### src/rtl/sync_ff.sv
// N-stage flip-flop synchronizer for bringing an asynchronous level into the clk_i domain.
// All stages clear to 0 on reset; q_o is the last stage.
module sync_ff #(
   parameter int unsigned STAGES = 2
) (
   input  logic clk_i,
   input  logic rst_in,
   input  logic d_i,
   output logic q_o
);

   logic [STAGES-1:0] sync_q;
   logic [STAGES-1:0] sync_d;

   assign sync_d = {sync_q[STAGES-2:0], d_i};

   always_ff @(posedge clk_i or negedge rst_in) begin
      if (!rst_in) begin
         sync_q <= '0;
      end else begin
         sync_q <= sync_d;
      end
   end

   assign q_o = sync_q[STAGES-1];

endmodule

### src/rtl/fsoc_gpio.sv
// Single-bit GPIO with a Wishbone-classic slave port: one register, bit 0 drives the output
// latch on writes; reads return {latch, synchronized input}.
module fsoc_gpio #(
   parameter int unsigned SYNC_STAGES = 2,
   parameter logic        GPO_RESET   = 1'b0
) (
   input  logic        clk_i,
   input  logic        rst_in,
   input  logic        cyc_i,
   input  logic        stb_i,
   input  logic        we_i,
   input  logic [3:0]  be_i,
   input  logic [31:0] dat_i,
   output logic [31:0] dat_o,
   output logic        ack_o,
   input  logic        gpi_i,
   output logic        gpo_o
);

   localparam int unsigned GPI_BIT = 0;
   localparam int unsigned GPO_BIT = 1;

   logic        ack_q;
   logic        gpo_q;
   logic [31:0] dat_q;
   logic [31:0] rd_data;
   logic        gpi_sync;
   logic        accept;
   logic        gpo_wr;
   logic        unused_bus_bits;

   sync_ff #(
      .STAGES (SYNC_STAGES)
   ) u_gpi_sync (
      .clk_i  (clk_i),
      .rst_in (rst_in),
      .d_i    (gpi_i),
      .q_o    (gpi_sync)
   );

   // Blocking on ack_q forces a dead cycle after each ack, so a held strobe is acked 1,0,1,0...
   assign accept = cyc_i & stb_i & ~ack_q;
   assign gpo_wr = accept & we_i & be_i[0];

   always_comb begin
      rd_data          = '0;
      rd_data[GPI_BIT] = gpi_sync;
      rd_data[GPO_BIT] = gpo_q;
   end

   always_ff @(posedge clk_i or negedge rst_in) begin
      if (!rst_in) begin
         ack_q <= 1'b0;
         gpo_q <= GPO_RESET;
         dat_q <= '0;
      end else begin
         ack_q <= accept;
         if (accept) begin
            dat_q <= rd_data;
         end
         if (gpo_wr) begin
            gpo_q <= dat_i[0];
         end
      end
   end

   assign unused_bus_bits = ^{dat_i[31:1], be_i[3:1]};

   assign ack_o = ack_q;
   assign dat_o = dat_q;
   assign gpo_o = gpo_q;

endmodule

### config.mk
export PLATFORM = sky130hd
export DESIGN_NAME = fsoc_gpio
export DESIGN_NICKNAME = d
export VERILOG_FILES = /design/src/rtl/sync_ff.sv /design/src/rtl/fsoc_gpio.sv
export SDC_FILE = /design/constraint.sdc
export NUM_CORES = 1
export LEC_CHECK = 0
export CAP_MARGIN = 5
export CORE_MARGIN = 3
export CORE_UTILIZATION = 19
export DETAILED_ROUTE_END_ITERATION = 8
export PLACE_DENSITY = 0.78
export SLEW_MARGIN = 20
export SYNTH_ARGS = -nofsm -noshare
export SYNTH_HDL_FRONTEND = slang
export SYNTH_HIERARCHICAL = 1
export SYNTH_SLANG_ARGS = --single-unit
### constraint.sdc
create_clock -name clk_i -period 1.1 [get_ports clk_i]
set_input_delay 0.165 -clock clk_i [delete_from_list [all_inputs] [get_ports clk_i]]
set_output_delay 0.165 -clock clk_i [all_outputs]
set_load 0.005 [all_outputs]
# --- Word level (Yosys, flattened, before mapping) ---
# Cells that the tools add are included.
totals:
  register_bits: 6
  in_bits: 42
  out_inout_bits: 34
  word_cells: 9
op_classes:
  bitwise_logic: 5
op_table:
  columns: ["op", "count"]
  rows:
  - ["$and A1 B1 Y1", 4]
  - ["$not A1 Y1", 1]

# --- Logic depth before layout (Yosys ltp) ---
depth:
  word_depth: 4
  depth_mapped: 4
  mapped_depth_nobuf: 3

# --- Hierarchy ---
# Netlist, hierarchy kept.
modules_own_cells:
  columns: ["mod", "n_inst", "cells_per_inst", "area_each_um2", "seq_area_each_um2"]
  rows:
  - ["fsoc_gpio", 1, 41, 392.9, 100.1]
  - ["sync_ff", 1, 2, 50.0, 50.0]

# --- Worst setup path before layout ---
# Ideal clock, no wire load.
synth_path:
  path_kind: "flip-flop to flip-flop"
  start: "register ack_q (netlist: ack_o)"
  end: "register gpo_q (netlist: gpo_o)"
  setup_time_ps: 125
  t_arrival_ps: 1036
  required_ps: 975
  setup_slack_ps: -61
  path_stages_with_launch: 5
  n_path_buf: 1
  period_less_slack_ps: 1161
  path_cell_list: "dfrtp_1 -> and3b_1 -> buf_4 -> nand3_2 -> mux2_4"
synth_via:
  elab_chain_len: 4
synth_lines:
  columns: ["item", "line", "source"]
  rows:
  - ["start: declaration", "fsoc_gpio.sv:23", "logic ack_q;"]
  - ["start signal: assignment", "fsoc_gpio.sv:57", "ack_q <= accept;"]
  - ["$not A1 Y1", "fsoc_gpio.sv:42", "assign accept = cyc_i & stb_i & ~ack_q;"]
  - ["$and A1 B1 Y1", "fsoc_gpio.sv:42", null]
  - ["named net accept", "fsoc_gpio.sv:28", "logic accept;"]
  - ["$and A1 B1 Y1 (2 in a row)", "fsoc_gpio.sv:43", "assign gpo_wr = accept & we_i & be_i[0];"]
  - ["end signal: assignment", "fsoc_gpio.sv:62", "gpo_q <= dat_i[0];"]
  - ["end: declaration", "fsoc_gpio.sv:24", "logic gpo_q;"]
# The timed path passes the listed nets, and every way through them passes these cells.
# A chain may end at the register's enable or synchronous reset.

# --- Worst setup path in the final report ---
layout_path:
  start: "register ack_q (netlist: ack_o)"
  end: "register gpo_q (netlist: gpo_o)"
layout_via:
  elab_chain_len: 4
layout_lines:
  columns: ["item", "line"]
  rows:
  - ["$not A1 Y1", "fsoc_gpio.sv:42"]
  - ["$and A1 B1 Y1", "fsoc_gpio.sv:42"]
  - ["$and A1 B1 Y1 (2 in a row)", "fsoc_gpio.sv:43"]
# Every way passes these cells.

==> out/metrics.csv <==
metric;value;unit
p_seq_share;44.0;%
yosysMostFrequentCell;buf_4;
nets;101;
clock_tree.buffer_depth;2;
start_util;21.3;%
post-place-ws;-0.295;ns
wl;686;um
slew_viol_final;0;
vias_per_cell;2.89;
dpl_cell_area;470;um2
worst_hold_path_type;primary input to asynchronous set/reset pin;
crit_path_max_fanout;4;
endpoint_kind;flop;
clkTransAtPathRegs;0.04;ns
min_period;1.18;ns
numCtsBuffers;3;
areaGrowthSynthToFinish;12.1;%
final_util;23.9;%
synth_simple_gate_area_share;4.24;%
muxShareOfSynthArea;8.47;%
grt_start_max_net_pins;7;
cp.required;1.23;ns
syn_avg_cell_area;10.3;um2
drv_cap;0;
synth_edf_count;0;
finalHoldViolCount;0;
finalPower;0.623;mW
clockRootBuffer;clkbuf_4;
first_pass_iters;3;
track_usage;5.11;%
clockPowerShare;32.7;%
yosys.area.top_type;buf_4;
synth_compound_area_share;0;%
yosys_warnings;6;
vdd_drop_max;483;uV
ant_nets;0;
grt_overflow_total;0;
htree_levels;1;
worstPathArrival;1.30;ns
yosys_most_used_dff;dfrtp_1;
drive_above_1_share;17.5;%
p_leak;0.266;nW
dp_hpwl;544;um
cts-hold-fix-buffers;0;
drt_iter0_markers;2;
syn-instance-count;43;
p_switching;0.159;mW
synth_adder_area_share;0;%
io_pins;76;
cts_tree;yes;
synth_top_area_share;52.5;%
violations;negative setup slack;
netlist_top_cells_area;buf_4, dfrtp_1, mux2_4, mux2_1, mux2_2;
reg2reg_depth;3;
swShare;25.6;%
yosysSeqAreaShare;33.9;%
ys_async_sr_fraction;100;%
synth_top_family_by_area;buffers and inverters;
fin_skew;0.000238;ns
hold_slack;0.160;ns
criticalPathCategory;flop to flop;
clock_latency;0.24;ns
design_area;497;um2
setup_viol;4;
outcome;complete, but fails checks;
synthXorXnorAreaFrac;0;%
dieWidth;54.3;um
synth_cell_type_count;8;
p_comb_share;23.4;%
drc;0;
max_freq;850;MHz
diodes;0;
grt_pass1_wl;924;um
row_count;16;
core;2080;um2
gp_congestion;0.608;
synth_common_cells;buf_4, dfrtp_1;
period_share;107;%
die_h;54.3;um
startpoint_type;flop;
dp_cells;80;
die-area;2950;um2
powerDensity;1250;nW/um2
clkSinkCount;6;
antenna_found_initial;0;
drt-wirelength-per-cell;8.17;um
p_int;0.464;mW
finalNonFillerCells;84;
grt_pass1_vias;210;
ys_seq_elements;6;
port_buffers;11;
finalWorstSetupSlack;-0.0771;ns
vias;243;
synth_area;443;um2
rsz0062_at_grt;yes;
fin_setup_tns;-0.191;ns
[power groups by stage]
stage	clock (mW)	combinational, mW	sequential, mW
finish	0.204	0.146	0.274
global route	0.231	0.167	0.278
CTS	0.211	0.141	0.274
detailed placement	0	0.160	0.277
global placement	0	0.157	0.279
floorplan	0	0.138	0.278
[layout by cell type, fill, tap and decap left out, drive strengths merged]
cell type and n:
mux2 3, and3b 1, clkbuf 3, buf 3
dfrtp 6, clkdlybuf4s15 1, conb 30, clkdlybuf4s50 7
dlygate4sd2 2, nand3 1
[worst paths after layout]
path	slack (ns)	from	end
worst max register to register	-0.08	ack_o	gpo_o
min in group clk_i	0.35	u_gpi_sync/sync_q[0]	u_gpi_sync/sync_q[1]
max in group asynchronous	0.73	rst_in	u_gpi_sync/sync_q[1]
worst min register to register	0.35	u_gpi_sync/sync_q[0]	u_gpi_sync/sync_q[1]
worst min-delay path	0.16	rst_in	ack_o
worst max-delay path	-0.08	ack_o	gpo_o
[kinds of logic after synthesis]
logic type / after synthesis
buf+inv: 31
flops: 6
mux: 3
simple gates: 2
other cells: 1
[per-layer routing]
layer / up-vias / share of wire [%] / global-route usage [%]
met2: 31 / 48 / 7.37
met5: - / 0 / 0
met3: 5 / 20 / 2.72
li1: 102 / - / -
met1: 105 / 28 / 4.14
met4: 0 / 4.8 / 7.47
[cell type report]
type	instances	area, um2
Timing Repair Buffer	13	120
Tap cell	27	33.8
Fill cell	239	1590
Multi-Input combinational cell	35	170
Clock buffer	3	22.5
Sequential cell	6	150
[registers in the layout (all words and copies together) (netlist names)]
name	count
dat_o	2
gpo_o	1
ack_o	1
u_gpi_sync/sync_q	2
[repair_timing]
action,CTS,global route
resized for setup,6,1
setup buffers,0,1
endpoints found under the setup margin,7,4
pin swaps,0,0
[critical path: stages, from the launching register on]
cell     delay (ns)
dfrtp_1        0.38
and3b_2        0.29
nand3_2        0.08
mux2_4         0.30
(Power assumes the default switching activity.)
